<file path="config.mk">
export PLATFORM = sky130hd
export DESIGN_NAME = sfa_ctrl_multi
export DESIGN_NICKNAME = d
export VERILOG_FILES = /design/src/rtl/sfa_ctrl_multi.sv
export SDC_FILE = /design/constraint.sdc
export NUM_CORES = 1
export LEC_CHECK = 0
export CAP_MARGIN = 20
export CORE_ASPECT_RATIO = 0.5
export CORE_MARGIN = 4
export CORE_UTILIZATION = 51
export CTS_BUF_LIST = sky130_fd_sc_hd__clkbuf_4
export DETAILED_ROUTE_END_ITERATION = 12
export GPL_TIMING_DRIVEN = 0
export PLACE_DENSITY = 0.88
export SLEW_MARGIN = 20
export SYNTH_ARGS = -nofsm -noshare
export SYNTH_HDL_FRONTEND = slang
export SYNTH_SLANG_ARGS = --single-unit
</file>
<file path="constraint.sdc">
create_clock -name ACLK -period 5.4 [get_ports ACLK]
set_clock_uncertainty 0.1 [all_clocks]
set_input_delay 1.08 -clock ACLK [delete_from_list [all_inputs] [get_ports ACLK]]
set_output_delay 1.08 -clock ACLK [all_outputs]
set_load 0.01 [all_outputs]
</file>
<file path="src/rtl/sfa_ctrl_multi.sv">
//------------------------------------------------------------------------------
// Module   : sfa_ctrl_multi
// Purpose  : AXI-Stream command controller programming NUM_BC block controllers,
//            switch config and PR region. Optional VDONE watchdog: SFA_CTRL_WATCHDOG_EN.
// Revision : 1.0
//------------------------------------------------------------------------------
`default_nettype none

module sfa_ctrl_multi #(
  parameter int          NUM_BC         = 2,
  parameter logic [15:0] RET_DONE       = 16'h000A,
  parameter int          TIMEOUT_CYCLES = 1024
) (
  input  logic                  ACLK,
  input  logic                  ARESETN,
  output logic                  sCMD_tready,
  input  logic                  sCMD_tvalid,
  input  logic [31:0]           sCMD_tdata,
  input  logic                  mRet_tready,
  output logic                  mRet_tvalid,
  output logic [31:0]           mRet_tdata,
  output logic                  sPRRet_tready,
  input  logic                  sPRRet_tvalid,
  input  logic [31:0]           sPRRet_tdata,
  input  logic                  mPRCMD_tready,
  output logic                  mPRCMD_tvalid,
  output logic [31:0]           mPRCMD_tdata,
  output logic [NUM_BC-1:0]     BC_EN,
  output logic [16*NUM_BC-1:0]  BC_INDEX,
  output logic [16*NUM_BC-1:0]  BC_SIZE,
  output logic [16*NUM_BC-1:0]  BC_STRIDE,
  output logic [NUM_BC-1:0]     BC_MODE,
  output logic [15:0]           PR_SIZE,
  output logic [2*NUM_BC-1:0]   INCONF,
  output logic                  MUXCONF,
  output logic [1:0]            OUTCONF
);

  typedef enum logic [2:0] {
    S_FETCH  = 3'd0,
    S_DECODE = 3'd1,
    S_SET    = 3'd2,
    S_START  = 3'd3,
    S_DONE   = 3'd4,
    S_WB     = 3'd5
  } state_t;

  localparam logic [3:0]  c_NUM_BC   = 4'(NUM_BC);
  localparam logic [31:0] c_WD_LIMIT = 32'(TIMEOUT_CYCLES - 1);

  state_t                     r_state;
  logic [31:0]                r_instr;
  logic [31:0]                r_ret;
  logic [31:0]                r_prcmd_data;
  logic [NUM_BC-1:0]          r_bc_en;
  logic [NUM_BC-1:0][15:0]    r_bc_index;
  logic [NUM_BC-1:0][15:0]    r_bc_size;
  logic [NUM_BC-1:0][15:0]    r_bc_stride;
  logic [NUM_BC-1:0]          r_bc_mode;
  logic [15:0]                r_pr_size;
  logic [2*NUM_BC-1:0]        r_inconf;
  logic                       r_muxconf;
  logic [1:0]                 r_outconf;
`ifdef SFA_CTRL_WATCHDOG_EN
  logic [31:0]                r_wd_cnt;
`endif

  logic [15:0]                w_opcode;
  logic [3:0]                 w_k;
  logic [3:0]                 w_sub;
  logic [3:0]                 w_bc_idx;
  logic                       w_bc_hit;
  logic [NUM_BC-1:0]          w_mask;
  logic                       w_unused;

  assign w_opcode = r_instr[31:16];
  assign w_k      = w_opcode[7:4];
  assign w_sub    = w_opcode[3:0];
  assign w_bc_idx = w_k - 4'd1;
  assign w_bc_hit = (w_opcode[15:8] == 8'h00) && (w_k >= 4'd1) && (w_k <= c_NUM_BC) &&
                    (w_sub >= 4'd1) && (w_sub <= 4'd4);
  // An all-zero mask is shorthand for "start every block controller".
  assign w_mask   = (r_instr[NUM_BC-1:0] == '0) ? '1 : r_instr[NUM_BC-1:0];
  assign w_unused = ^{sPRRet_tdata[31:16], c_WD_LIMIT};

  always_ff @(posedge ACLK or negedge ARESETN) begin
    if (!ARESETN) begin
      r_state      <= S_FETCH;
      r_instr      <= '0;
      r_ret        <= '0;
      r_prcmd_data <= '0;
      r_bc_en      <= '0;
      r_bc_index   <= '0;
      r_bc_size    <= '0;
      r_bc_stride  <= '0;
      r_bc_mode    <= '0;
      r_pr_size    <= '0;
      r_inconf     <= '0;
      r_muxconf    <= 1'b0;
      r_outconf    <= '0;
`ifdef SFA_CTRL_WATCHDOG_EN
      r_wd_cnt     <= '0;
`endif
    end else begin
      r_bc_en <= '0;
      case (r_state)
        S_FETCH: begin
          if (sCMD_tvalid) begin
            r_instr <= sCMD_tdata;
            r_state <= S_DECODE;
          end
        end
        S_DECODE: begin
          r_state <= S_FETCH;
          if (w_opcode == 16'h0001) begin
            r_state <= S_SET;
          end else if (w_opcode == 16'h0003) begin
            r_state      <= S_START;
            r_bc_en      <= w_mask;
            r_prcmd_data <= {31'b0, r_muxconf};
          end else if (w_opcode == 16'h0008) begin
            r_state  <= S_DONE;
`ifdef SFA_CTRL_WATCHDOG_EN
            r_wd_cnt <= '0;
`endif
          end else if (w_opcode == 16'h0010) begin
            r_pr_size <= r_instr[15:0];
          end else if (w_bc_hit) begin
            for (int k = 0; k < NUM_BC; k++) begin
              if (w_bc_idx == 4'(k)) begin
                case (w_sub)
                  4'd1:    r_bc_index[k]  <= r_instr[15:0];
                  4'd2:    r_bc_size[k]   <= r_instr[15:0];
                  4'd3:    r_bc_stride[k] <= r_instr[15:0];
                  default: r_bc_mode[k]   <= r_instr[0];
                endcase
              end
            end
          end else begin
            r_ret   <= {16'hEEEE, w_opcode};
            r_state <= S_WB;
          end
        end
        S_SET: begin
          for (int k = 0; k < NUM_BC; k++) begin
            r_inconf[2*k +: 2] <= r_instr[2*k+8 +: 2];
          end
          r_muxconf <= r_instr[2];
          r_outconf <= r_instr[1:0];
          r_state   <= S_FETCH;
        end
        S_START: begin
          if (!r_muxconf || mPRCMD_tready) begin
            r_state <= S_FETCH;
          end
        end
        S_DONE: begin
          // A PR completion arriving on the timeout cycle takes priority.
          if (sPRRet_tvalid) begin
            r_ret   <= {RET_DONE, sPRRet_tdata[15:0]};
            r_state <= S_WB;
`ifdef SFA_CTRL_WATCHDOG_EN
          end else if (r_wd_cnt == c_WD_LIMIT) begin
            r_ret   <= {16'h000E, 16'h0000};
            r_state <= S_WB;
          end else begin
            r_wd_cnt <= r_wd_cnt + 32'd1;
`endif
          end
        end
        S_WB: begin
          if (mRet_tready) begin
            r_state <= S_FETCH;
          end
        end
        default: r_state <= S_FETCH;
      endcase
    end
  end

  assign sCMD_tready   = (r_state == S_FETCH);
  assign sPRRet_tready = (r_state == S_DONE);
  assign mRet_tvalid   = (r_state == S_WB);
  assign mRet_tdata    = r_ret;
  assign mPRCMD_tvalid = (r_state == S_START) && r_muxconf;
  assign mPRCMD_tdata  = r_prcmd_data;
  assign BC_EN         = r_bc_en;
  assign BC_INDEX      = r_bc_index;
  assign BC_SIZE       = r_bc_size;
  assign BC_STRIDE     = r_bc_stride;
  assign BC_MODE       = r_bc_mode;
  assign PR_SIZE       = r_pr_size;
  assign INCONF        = r_inconf;
  assign MUXCONF       = r_muxconf;
  assign OUTCONF       = r_outconf;

endmodule

`default_nettype wire

</file>
Word level (Yosys, flattened, before mapping)
Cells that the tools add are included.
{"block": "totals", "input_bits": 70, "mem_bits_rw": 0, "wordCells": 96, "output_inout_bits": 191, "reg_bits": 191, "n_memories": 0, "latch_bits": 0, "romBits": 0}
{"block": "op_classes", "add_sub_neg": 1, "muxes": 21, "magnitude_cmp": 4, "eq_ne": 22, "n_reduce_logical": 26, "mul": 0, "div": 0, "shifts": 0, "bitwise_logic": 5}
{"op": "32-bit two-way mux", "count": 6}
{"op": "32-bit one-hot mux with 2 select lines", "count": 1}
{"op": "8-bit AND reduction", "count": 8}
{"op": "3-bit two-way mux", "count": 9}
{"op": "16-bit by 1-bit equality test with 1-bit output (second input constant)", "count": 1}
{"op": "16-bit by 2-bit equality test with 1-bit output (second input constant)", "count": 1}
{"op": "16-bit by 4-bit equality test with 1-bit output (second input constant)", "count": 1}
{"op": "16-bit by 5-bit equality test with 1-bit output (second input constant)", "count": 1}
{"op": "3-bit one-hot mux with 5 select lines", "count": 1}
{"op": "2-bit != test (second input constant)", "count": 7}
{"op": "4-bit by 1-bit equality test with 1-bit output (second input constant)", "count": 2}
{"op": "4-bit by 2-bit equality test with 1-bit output (second input constant)", "count": 2}
{"op": "4-bit by 1-bit greater-or-equal comparator with 1-bit output (second input constant)", "count": 2}
{"op": "8-bit zero test", "count": 1}
{"op": "2-bit two-way mux", "count": 4}
{"op": "7-bit AND reduction", "count": 1}
{"op": "3-bit by 2-bit equality test with 1-bit output (second input constant)", "count": 2}
{"op": "3-bit equality test (second input constant)", "count": 2}
{"op": "1-bit logical AND", "count": 5}
{"op": "1-bit NOT", "count": 5}
{"op": "5-bit AND reduction", "count": 1}
{"op": "4-bit by 2-bit <= comparator with 1-bit output (second input constant)", "count": 1}
{"op": "4-bit by 3-bit <= comparator with 1-bit output (second input constant)", "count": 1}
{"op": "4-bit zero test", "count": 1}
{"op": "other kinds (12)", "count": 13}

Longest topological paths before layout
{"block": "logic_depth", "word_depth": 11, "mapped_depth": 7, "mapped_depth_nobuf": 5}

Worst setup path before layout
No wires, ideal clock.
{"block": "synth_path", "path_kind": "register to output", "from": "register r_state[1]", "to": "output port sPRRet_tready", "path_slack_ns": 2.826, "stages_incl_launch_ff": 5, "required_time_ns": 4.220, "t_arrival_ns": 1.394, "cell_sequence": "dfrtp_1 buf_2 nor3b_1 buf_1 clkbuf_1"}
{"block": "synth_between", "elab_chain_len": 1}
{"item": "start: declaration", "line": "51", "rtl": "state_t r_state;"}
{"item": "start signal: assignment", "line": "88", "rtl": "r_state <= S_FETCH;"}
{"item": "start signal: assignment", "line": "110", "rtl": "r_state <= S_DECODE;"}
{"item": "start signal: assignment", "line": "114", "rtl": "r_state <= S_FETCH;"}
{"item": "3-bit equality test", "line": "182", "rtl": "assign sPRRet_tready = (r_state == S_DONE);"}
{"item": "end: declaration", "line": "22", "rtl": "output logic sPRRet_tready,"}
No other way between the ends.

Worst setup path in the final report
{"block": "layout_path", "from": "register r_state[2]", "to": "output port sPRRet_tready"}
The elaborated chain is that of the path after synthesis.

==> summary.md <==
| Metric | Value |
|---|---|
| Maxcap violations | 0 |
| Cell row count | 31 |
| Die Ht | 94.52 µm |
| DP Cell Count | 953 |
| Max Fclk | 246.5 MHz |
| Gr ovfl total | 0 |
| Number of nets in the finished design | 844 |
| Full die area | 0.01711 mm² |
| Critical-path cell with the highest stage delay | sky130_fd_sc_hd__clkdlybuf4s50_1 |
| Count of endpoints failing hold in the final timing report | 0 |
| Average wire per standard cell | 18.71 µm |
| Ratio of cells with drive above 1 in the final layout | 0.3215 |
| Via Count | 5001 |
| Type of the tightest min-delay check | input port to asynchronous set/reset pin |
| Static Leakage | 4.917 nW |
| Worst-margin pin slew | 0.8115 ns |
| Start of the worst register-to-register path | r_instr[24] |
| Final Max Slew Viols | 0 |
| Power per unit of standard cell area | 355.3 mW/mm² |
| Worst setup path class | flip-flop to output pin |
| Required @ worst endpoint | 4.22 ns |
| Clock latency on the worst-skew pair | 0.54 ns |
| Dominant delay contributor by cell family on the critical path | buffers and inverters |
| Clock sinks | 177 |
| Antenna violations before repair | 0 |
| Internal reg-to-reg setup slack | 2.58 ns |
| Number of enable-type register cells in the synthesized netlist | 0 |
| Status | finished, final reports clean |
| FF-to-FF End | PR_SIZE[15] |
| Clock slew at the register clock pins of the worst setup and hold paths | 0.17 ns |
| Syn-to-layout area delta | 36.40% |
| Total CTS buffers | 17 |
| Worst-case clock buffer depth | 2 |
| VDD IR max | 175.8 µV |
| Setup WS post-layout | 1.342 ns |
| Cells along the critical path | buf_2 > nor3b_1 > buf_1 > clkbuf_1 > clkdlybuf4s50_1 |
| Fraction of registers with async set or reset after synthesis | 1.000 |
| Global-route usage over all layers | 0.2168 |
| Gp weighted congestion | 0.7821 |
| Setup-failing EPs final | 0 |
| Number of violations reported at the end of detailed-routing iteration 0 | 261 |
| CTS tree | yes |
| Post-CTS resize count | 0 |
| Vias per Instance | 5.077 |
| Time the final worst path needs with I/O delays and setup | 4.058 ns |
| Finished Layout Cells | 985 |
| Initial standard-cell utilization of the core | 0.5249 |
| Final wirelength | 18430 µm |
| Combined area of all synthesized cells | 0.007635 mm² |
| Die extent in x | 181.0 µm |
| Post-synthesis register bit count | 177 |
| Area fraction in and, or, nand and nor cells after synthesis | 0.05834 |
| Final clock period utilization by the worst path | 0.7514 |
| 1st-pass router iterations | 5 |
| Post-synthesis xor/xnor area fraction | 0.002294 |
| Number of warning messages in the yosys log | 0 |
| Multiplexer fraction of the synthesized cell area | 0.2727 |
| Prevailing post-synth register cell | sky130_fd_sc_hd__dfrtp_1 |
| Detail Placement HPWL | 13740 µm |
| Setup slack at placement | 1.923 ns |
| Antenna Cells | 0 |
| Per-instance average area after synthesis | 14.97 µm² |
| Number of global-route vias before repair | 5303 |
| Share of the synthesized area in compound gates (AO/OA/AOI/OAI) | 0.02098 |
| Hold slack | 0.3944 ns |
| Final cell area excluding filler cells | 0.01041 mm² |
| Nature of the critical path endpoint | output pin |
| Buffers on Ports | 209 |
| Wire length of the first global-routing pass | 28980 µm |
| Sequential element share of the synthesized area | 0.5801 |
| Depth of the CTS H-tree | 4 |
| Delay of the slowest cell on the worst path | 0.64 ns |
| Post-synthesis cell count | 510 |
| Depth of the worst register-to-register path | 5 |
| Largest net degree at the start of global routing | 95 |
| Number of placed I/O pins | 261 |
| Count of different cell masters after synthesis | 51 |
| Adder-cell share of the synthesized area | 0 |
| Arrival time reported for the critical path endpoint | 2.88 ns |
| Residual antenna-violating net count after detailed routing | 0 |
| Top fanout value on the critical path | 10 |
| Clock root cell | sky130_fd_sc_hd__clkbuf_4 |
| Residual DRC | 0 |
| Combined buffer and inverter count along the critical path | 4 |
| Largest family of logic cells by synthesized area | multiplexers |
| DP Area | 0.01015 mm² |
| RSZ-0062 raised after global routing | no |
| Overall Power | 3.700 mW |
| Post-CTS Setup Repair Bufs | 0 |
| Count of hold buffers inserted by post-cts repair | 0 |
| Total core area | 0.01455 mm² |
| Slew headroom | 0.4570 |
| Launching element type of the critical path | flip-flop |
==> Yosys cell counts, drive strengths merged, types with 2 or more instances <==
cell	number	share of area
mux2	181	0.27
dfrtp	177	0.58
buf	65	0.062
nor2	14	0.013
nand2	9	0.0044
o21ai	7	0.0046
nor3	5	0.0054
o31ai	5	0.0067
inv	4	0.0020
nand4b	4	0.0082
a21oi	3	0.0020
clkbuf	3	0.0015
nand2b	3	0.0025
nand3	3	0.0026
nor3b	3	0.0036
nor4	3	0.0064
nand4	2	0.0036
nor2b	2	0.0016
xor2	2	0.0023
==> cell families after synthesis <==
kind of cell           after synthesis
multiplexers                       182
flip-flops                         177
buffers and inverters               72
AND/OR/NAND/NOR                     54
AO/OA/AOI/OAI                       22
XOR/XNOR                             2
other                                1
==> power breakdown <==
group | internal, mW | total (mW) | switching [mW]
Sequential | 1.52 | 1.76 | 0.240
Combinational | 0.707 | 1.23 | 0.520
Clock | 0.204 | 0.710 | 0.505
==> registers in the layout (all words and copies together), names as in the netlist <==
| register | count |
|---|---|
| OUTCONF | 2 |
| BC_STRIDE | 32 |
| INCONF | 4 |
| PR_SIZE | 16 |
| BC_MODE | 2 |
| BC_EN | 2 |
| mPRCMD_tdata | 1 |
| MUXCONF | 1 |
| mRet_tdata | 18 |
| BC_INDEX | 32 |
| r_state | 3 |
| BC_SIZE | 32 |
| r_instr | 32 |
==> worst reg2reg max path, delay by kind of cell, from the launching register on <==
kind / cells / cell delay [ns]
AND/OR/NAND/NOR: 3 / 1.41
buffers and inverters: 1 / 0.36
multiplexers: 1 / 0.37
flip-flops: 1 / 0.46
==> per-layer routing <==
metal  part of all wire  vias to the layer above  global-route usage
met5                  0                        -                   0
met4              0.015                        0             0.05993
met3              0.066                       25             0.05425
met2               0.51                      163              0.3843
met1               0.41                     2556              0.2700
li1                   -                     2257                   -
==> worst max path at each step <==
| stage | from | endpoint | slack (ns) | cells past startpoint |
|---|---|---|---|---|
| floorplan | r_state[1] | sPRRet_tready | 2.83 | 4 |
| global placement | ARESETN | mRet_tdata[30] | -3.84 | 1 |
| detailed placement | r_state[2] | sPRRet_tready | 1.92 | 5 |
| CTS | r_state[2] | sPRRet_tready | 1.29 | 5 |
| global route | r_state[2] | sPRRet_tready | 1.10 | 5 |
| finish | r_state[2] | sPRRet_tready | 1.34 | 5 |
==> through the flow <==
step | setup TNS [ns] | util
2_1_floorplan | 0 | -
3_3_place_gp | -678.68 | 0.6945
3_5_place_dp | 0 | 0.6976
4_1_cts | 0 | 0.7160
5_1_grt | 0 | 0.7160
6_report | 0 | 0.7160
==> final cells by class <==
type | instances | area, µm²
fillers | 997 | 4131
plain buffers | 68 | 481.7
flip-flops and latches | 177 | 4429
multi-input cells | 295 | 2841
clock buffers | 17 | 127.6
clock inverters | 15 | 138.9
repair buffers | 211 | 2132
well taps | 198 | 247.7
inverters | 4 | 15.01
==> layout by cell type, fill, tap and decap left out, drive strengths merged, types with 2 or more instances in the layout <==
cell / n
nor2: 14
dfrtp: 177
clkinvlp: 2
nand3: 3
clkinv: 4
nor3: 5
nor3b: 3
mux2: 181
o31ai: 5
o21ai: 7
clkbuf: 20
conb: 35
nand4: 2
nand2b: 3
nand4b: 4
inv: 13
a21oi: 3
xor2: 2
nand2: 9
buf: 68
nor4: 3
clkdlybuf4s50: 208
nor2b: 2
No activity file was read; power rests on OpenSTA's default activity.
